--- config.mk ---
export PLATFORM = sky130hd
export DESIGN_NAME = alu_result_buffer
export DESIGN_NICKNAME = d
export VERILOG_FILES = /design/src/rtl/alu_result_buffer.sv
export SDC_FILE = /design/constraint.sdc
export NUM_CORES = 1
export LEC_CHECK = 0
export CORE_MARGIN = 10
export CORE_UTILIZATION = 35
export CTS_BUF_LIST = sky130_fd_sc_hd__clkbuf_8 sky130_fd_sc_hd__clkbuf_16
export CTS_CLUSTER_SIZE = 8
export DETAILED_ROUTE_END_ITERATION = 8
export PLACE_DENSITY = 0.65
export SLEW_MARGIN = 5
export SYNTH_ARGS = -nofsm -noshare
export SYNTH_HDL_FRONTEND = slang
export SYNTH_SLANG_ARGS = --single-unit
--- constraint.sdc ---
create_clock -name clk -period 2.3 [get_ports clk]
set_input_delay 0.46 -clock clk [delete_from_list [all_inputs] [get_ports clk]]
set_output_delay 0.46 -clock clk [all_outputs]
set_load 0.02 [all_outputs]
--- src/rtl/alu_result_buffer.sv ---
// ============================================================================
// Module: alu_result_buffer
//
// Purpose
//   Output stage that follows the ALU result multiplexer. Each selected ALU
//   result is captured with its opcode tag into a DEPTH-entry FIFO. The head
//   entry is offered to the consumer over a valid/ready handshake, together
//   with a zero flag and a sticky overflow flag. The FIFO decouples the ALU
//   issue rate from consumer back-pressure.
//
// Parameters
//   INPUT_WIDTH   width of the ALU result
//   OPCODE_WIDTH  width of the opcode tag stored with each result
//   DEPTH         number of FIFO entries (power of two, >= 2)
//
// Ports
//   clk         clock; all state updates on the rising edge
//   rst         asynchronous, active-high reset
//   clear       synchronous flush of the FIFO and the overflow flag
//   in_valid    in_data/in_opcode hold a result to capture
//   in_data     ALU result
//   in_opcode   opcode that produced in_data
//   in_ready    buffer can accept (count != DEPTH)
//   out_valid   head entry available (count != 0)
//   out_data    head result; 0 when out_valid = 0
//   out_opcode  head opcode tag; 0 when out_valid = 0
//   out_zero    out_valid & (out_data == 0)
//   out_ready   consumer takes the head entry
//   count       current occupancy, 0..DEPTH
//   overflow    sticky: in_valid seen while in_ready = 0
//   out_parity  (ALU_RESULT_PARITY_EN only) ^out_data when out_valid, else 0
//
// Configuration
//   ALU_RESULT_PARITY_EN  when defined, parity is computed at push, stored as
//                         one extra bit per entry and presented on out_parity.
// ============================================================================
module alu_result_buffer #(
   parameter int INPUT_WIDTH  = 8,
   parameter int OPCODE_WIDTH = 2,
   parameter int DEPTH        = 4
) (
   input  logic                      clk,
   input  logic                      rst,
   input  logic                      clear,
   input  logic                      in_valid,
   input  logic [INPUT_WIDTH-1:0]    in_data,
   input  logic [OPCODE_WIDTH-1:0]   in_opcode,
   output logic                      in_ready,
   output logic                      out_valid,
   output logic [INPUT_WIDTH-1:0]    out_data,
   output logic [OPCODE_WIDTH-1:0]   out_opcode,
   output logic                      out_zero,
   input  logic                      out_ready,
   output logic [$clog2(DEPTH):0]    count,
   output logic                      overflow
`ifdef ALU_RESULT_PARITY_EN
   ,
   output logic                      out_parity
`endif
);

   localparam int PTR_W = $clog2(DEPTH);
   localparam int CNT_W = PTR_W + 1;

   // Entry layout (LSB first): data, opcode, [parity].
`ifdef ALU_RESULT_PARITY_EN
   localparam int ENTRY_W = INPUT_WIDTH + OPCODE_WIDTH + 1;
`else
   localparam int ENTRY_W = INPUT_WIDTH + OPCODE_WIDTH;
`endif

   logic [ENTRY_W-1:0] mem [DEPTH];
   logic [PTR_W-1:0]   wr_ptr;
   logic [PTR_W-1:0]   rd_ptr;
   logic [CNT_W-1:0]   count_q;
   logic               overflow_q;

   logic               full;
   logic               empty;
   logic               push;
   logic               pop;
   logic [ENTRY_W-1:0] wr_entry;
   logic [ENTRY_W-1:0] head;

   // Status is derived from registered occupancy only, so in_ready and
   // out_valid never depend combinationally on in_valid or out_ready.
   always_comb begin
      full  = (count_q == CNT_W'(DEPTH));
      empty = (count_q == '0);
      push  = in_valid & ~full;
      pop   = ~empty & out_ready;
   end

   always_comb begin
`ifdef ALU_RESULT_PARITY_EN
      wr_entry = {^in_data, in_opcode, in_data};
`else
      wr_entry = {in_opcode, in_data};
`endif
   end

   // Storage is intentionally not reset; occupancy alone decides validity.
   always_ff @(posedge clk) begin
      if (push && !clear) begin
         mem[wr_ptr] <= wr_entry;
      end
   end

   // Pointers wrap naturally because DEPTH is a power of two.
   always_ff @(posedge clk or posedge rst) begin
      if (rst) begin
         wr_ptr     <= '0;
         rd_ptr     <= '0;
         count_q    <= '0;
         overflow_q <= 1'b0;
      end else if (clear) begin
         wr_ptr     <= '0;
         rd_ptr     <= '0;
         count_q    <= '0;
         overflow_q <= 1'b0;
      end else begin
         if (push) begin
            wr_ptr <= wr_ptr + PTR_W'(1);
         end
         if (pop) begin
            rd_ptr <= rd_ptr + PTR_W'(1);
         end
         case ({push, pop})
            2'b10:   count_q <= count_q + CNT_W'(1);
            2'b01:   count_q <= count_q - CNT_W'(1);
            default: count_q <= count_q;
         endcase
         if (in_valid && full) begin
            overflow_q <= 1'b1;
         end
      end
   end

   // First-word fall-through head; outputs are forced to zero when empty.
   always_comb begin
      head       = mem[rd_ptr];
      out_data   = '0;
      out_opcode = '0;
      if (!empty) begin
         out_data   = head[INPUT_WIDTH-1:0];
         out_opcode = head[INPUT_WIDTH+OPCODE_WIDTH-1:INPUT_WIDTH];
      end
   end

`ifdef ALU_RESULT_PARITY_EN
   always_comb begin
      out_parity = 1'b0;
      if (!empty) begin
         out_parity = head[ENTRY_W-1];
      end
   end
`endif

   always_comb begin
      in_ready  = ~full;
      out_valid = ~empty;
      out_zero  = ~empty & (head[INPUT_WIDTH-1:0] == '0);
      count     = count_q;
      overflow  = overflow_q;
   end

endmodule
Yosys cells after proc, flatten, opt, wreduce, memory -nomap -nowiden
Memory sizes are Yosys's and may differ from the RTL's.
Index checks and enable logic that the tools add are counted.
{ "classes": {"n_addsub": 4, "n_eq_ne": 3, "muxes": 12, "bitwise": 5, "reduce_logical": 9} }
{ "op_table": {"columns": ["cell", "n"], "rows": [
  ["2-to-1 mux 2 bit", 5],
  ["zero test 8 bit", 1],
  ["2-to-1 mux 8 bit", 1],
  ["case mux 3 bit (2 select lines)", 1],
  ["nonzero test 2 bit", 3],
  ["adder 2 x 1 -> 2 bit, second input constant", 2],
  ["2-to-1 mux 1 bit", 4],
  ["adder 3 x 1 -> 3 bit, second input constant", 1],
  ["bitwise AND 1 bit", 3],
  ["equality test 3 bit, second input constant", 1],
  ["zero test 3 bit", 1],
  ["2-to-1 mux 3 bit", 1],
  ["nonzero test 3 bit", 1],
  ["subtractor 3 x 1 -> 3 bit, second input constant", 1],
  ["equality test 2 x 1 -> 1 bit, second input constant", 1],
  ["equality test 2 bit, second input constant", 1],
  ["logical AND 1 bit", 2],
  ["NOT 1 bit", 2],
  ["zero test 1 bit", 1]
]} }
{ "word_totals": {"ff_bits": 8, "ram_bits": 40, "in_bits": 15, "out_inout_bits": 17, "word_cells": 38, "mem_count": 1} }
{ "mem_list": {"columns": ["memory", "depth", "width", "read_ports", "rd_clocked_by_memory_dff", "wr", "line_no", "source"], "rows": [
  ["mem", 4, 10, 1, 0, 1, "72", "logic [ENTRY_W-1:0] mem [DEPTH];"]
]} }

Longest topological paths before layout
{ "depth": {"ltp_word": 6, "depth_mapped": 6, "depth_no_buf": 5} }

Worst setup path after synthesis
Ideal clock, no wire load.
{ "synth_path": {"path_kind": "register -> output", "start": "reg rd_ptr[0]", "end": "out out_zero", "arrival_time_ns": 2.038, "required_ns": 1.840, "path_slack_ns": -0.198, "stages_incl_launch_ff": 6, "path_buffers": 1, "cell_sequence": "dfrtp_1 -> buf_4 -> mux4_2 -> nor4_1 -> nand2_1 -> nor4_1"} }
{ "synth_between": {"elab_chain_cells": 3} }
{ "synth_rtl": {"columns": ["item", "line_no", "source"], "rows": [
  ["from (decl)", "74", "logic [PTR_W-1:0] rd_ptr;"],
  ["from (signal assigned)", "126", "rd_ptr <= rd_ptr + PTR_W'(1);"],
  ["memory (4 x 10 bit)", null, null],
  ["zero test 8 bit", "162", "out_zero = ~empty & (head[INPUT_WIDTH-1:0] == '0);"],
  ["bitwise AND 1 bit", "162", null],
  ["to (decl)", "52", "output logic out_zero,"]
]} }
Every way passes these cells.

Final worst setup path
Same ends and word-level chain as after synthesis.

==> reports/qor.csv <==
stage;metric;value;unit
synthesis;ys_warn_count;0;
final_layout;area_growth;32.5;%
synthesis;synth_compound_area_share;2.63;%
drt;vias;1165;
sta;hold_viol;0;
power_and_ir_drop;power_density;1090;mW/mm^2
final_layout;diodes;0;
drt;drt_iter0_drc;61;
clock_network;cts.sinks;48;
global_route;antenna_found_initial;0;
global_route;grt.total_usage;8.90;%
clock_network;cts_hold_buf;0;
sta;tightest_slew;0.345;ns
drt;avgViaCountPerCell;4.77;
placement;port_buffers;31;
die;start_util;36.7;%
synthesis;synth_nets;141;
sta;rsz0062_at_grt;true;
min_path;hold_class;input port to async pin;
synthesis;synth_top_family_by_area;multiplexers;
placement;place_inst;234;
worst_setup_path;critPathMostFrequentCell;nor4_2;
run;maxCapViolations;0;
die;ios;32;
sta;timing.final.ws_setup;-0.201;ns
die;fp.dieH;96.4;microns
global_route;grt_pass1_wl;6310;microns
final_layout;utilization;48.6;%
worst_setup_path;cpMaxStageDelayCell;mux4_2;
final_layout;nets;192;
worst_setup_path;cpPeakStageDelay;0.52;ns
worst_setup_path;worstSetupStartpointType;flop;
worst_setup_path;worstPathMaxFanout;6;
drt;first_pass_iters;4;
synthesis;yosys.area_share.xor_xnor;1.29;%
synthesis;synth-seq-cells;48;
synthesis;synth_area_per_cell;16.9;sq um
worst_setup_path;cp-end-kind;output port;
sta;fin_crit_sh;109;%
placement;pre_cts_slack;-0.396;ns
global_route;grt-ovfl-total;0;
die;row_count;27;
worst_setup_path;crit_chain;buf_12 -> mux4_2 -> nor4_2 -> nand2_1 -> nor4_2 -> buf_4;
status;status;finished, violations left;
drt;wire_per_inst;15.9;microns
sta;min_period;2.50;ns
sta;slew_viol_final;0;
final_layout;fillers;480;
power_and_ir_drop;ir_worst_vdd;547;uV
die;core_area;0.00557;sq mm
sta;tns;-0.201;ns
clock_network;clk_latency;0.29;ns
final_layout;stdcell_count;244;
global_route;grt_pass1_vias;1253;
sta;fin_skew;0.00589;ns
placement;place_hpwl;2960;microns
sta;setup_viol;1;
power_and_ir_drop;power.total;2.94;mW
die;die_width;96.4;microns
clock_network;cts-buffers-inserted;5;
global_route;grt_max_degree;15;
placement;post_dp_cell_area;0.00258;sq mm
worst_setup_path;crit_type;flop to output port;
synthesis;syn_inst;121;
synthesis;ys_types;29;
worst_setup_path;cp.required;1.84;ns
placement;place_congestion;0.825;
power_and_ir_drop;leakage;0.978;nW
synthesis;synth_seq_area_share;68.6;%
sta;relSlewSlack;76.8;%
die;fp.dieArea;0.00929;sq mm
clock_network;cts_max_path_buffers;2;
synthesis;synth-adder-area-share;3.43;%
clock_network;clk_pin_slew;0.08;ns
synthesis;synth_area;0.00204;sq mm
drt;ant_nets;0;
sta;worst_hold_slack;0.421;ns
synthesis;synthMuxAreaShare;12.1;%
drt;drc_errors;0;
final_layout;multi_input_area;609;sq um
final_layout;seqCellArea;0.00140;sq mm
drt;drt-total-wl;3870;microns
final_layout;drive_above_1_share;27.3;%
clock_network;cts_tree;done;
status;violations;negative setup slack;
clock_network;htreeDepth;2;
clock_network;clockRootBuffer;clkbuf_8;
worst_setup_path;crit_arrival;2.04;ns
final_layout;fin_area;0.00271;sq mm
sta;fmax;400;MHz
synthesis;post_synth_and_or_nand_nor_area_fraction;9.80;%
-- repair_timing --
action | 4_1_cts | 5_1_grt
resized for setup | 26 | 13
setup endpoints to repair | 11 | 12
buffers inserted | 0 | 3
pin swaps | 1 | 2
-- area by class of cell --
type,count,area share (%)
multi-input combinational,64,22.5
clock buffer,5,2.54
tap,72,3.33
clock inverter,2,2.22
timing repair buffer,49,17.1
sequential,48,51.8
inverter,4,0.555
-- cells in the mapped netlist, drive strengths merged --
master	instances	area, sq um
o21a	1	7.51
buf	2	18.8
o21ai	1	5.00
o31ai	1	7.51
ha	4	50.1
xor2	1	8.76
dfrtp	8	200
inv	4	15.0
o31a	1	8.76
nor3	3	15.0
mux2	1	11.3
fa	1	20.0
or3b	2	17.5
mux2i	1	10.0
and3	1	11.3
xnor2	2	17.5
clkbuf	3	11.3
nor2b	11	68.8
nand2	4	15.0
and2	4	25.0
mux4	10	225
a31oi	1	6.26
nor2	8	30.0
nand3	1	5.00
nor4	2	12.5
a21oi	3	18.8
edfxtp	40	1200
-- critical path, delay by kind of cell (launching register included) --
family	cells	cell delay, ns
multiplexers	1	0.52
AND/OR/NAND/NOR	3	0.53
buffers and inverters	2	0.31
flip-flops	1	0.39
-- path summary, 6_finish.rpt --
kind	cells past startpoint	endpoint	slack (ns)	from
setup / recovery	6	out_zero	-0.20	rd_ptr[0]
hold / removal	2	overflow	0.42	rst
setup reg to reg	5	count[2]	0.20	count[0]
hold reg to reg	2	overflow	0.56	overflow
max in group asynchronous	2	wr_ptr[0]	1.62	rst
min in group clk	2	overflow	0.56	overflow
-- cells in the final DEF (no fill, tap or decap), types with 4 or more instances in the layout --
cell type        count
edfxtp_1            40
clkdlybuf4s50_1     19
buf_4               16
nor2b_1             11
mux4_2              10
nor2_1               8
dfrtp_1              8
clkbuf_8             5
nand2_1              4
inv_1                4
and2_1               4
ha_1                 4
clkbuf_2             4
buf_12               4
-- registers in the layout, summed over array words and instances (netlist names) --
signal and cells:
mem 40, rd_ptr 2, count 3, wr_ptr 2, overflow 1
-- cells by family (layout without fill, tap and decap cells) --
group,after synthesis,in the layout
and+or+nand+nor,36,36
DFF,48,48
buffers and inverters,9,60
xor gates and xnor gates,3,3
adders and majority gates,5,5
muxes,12,12
AOI/OAI and AO/OA,8,8
-- power breakdown --
part / switching [mW] / leakage, nW / internal [mW] / total [mW]
Sequential: 0.0525 / 0.471 / 1.03 / 1.08
Combinational: 0.597 / 0.443 / 0.587 / 1.18
Clock: 0.256 / 0.0642 / 0.427 / 0.683
Total: 0.905 / 0.978 / 2.04 / 2.94
-- routing by layer --
| layer | vias to the layer above | wire length, microns | track usage, % |
|---|---|---|---|
| li1 | 556 | - | - |
| met1 | 576 | 1570 | 9.87 |
| met2 | 31 | 1970 | 15.5 |
| met3 | 2 | 302 | 3.93 |
| met4 | 0 | 31 | 1.82 |
| met5 | - | 0 | 0 |
(Power assumes the default switching activity.)
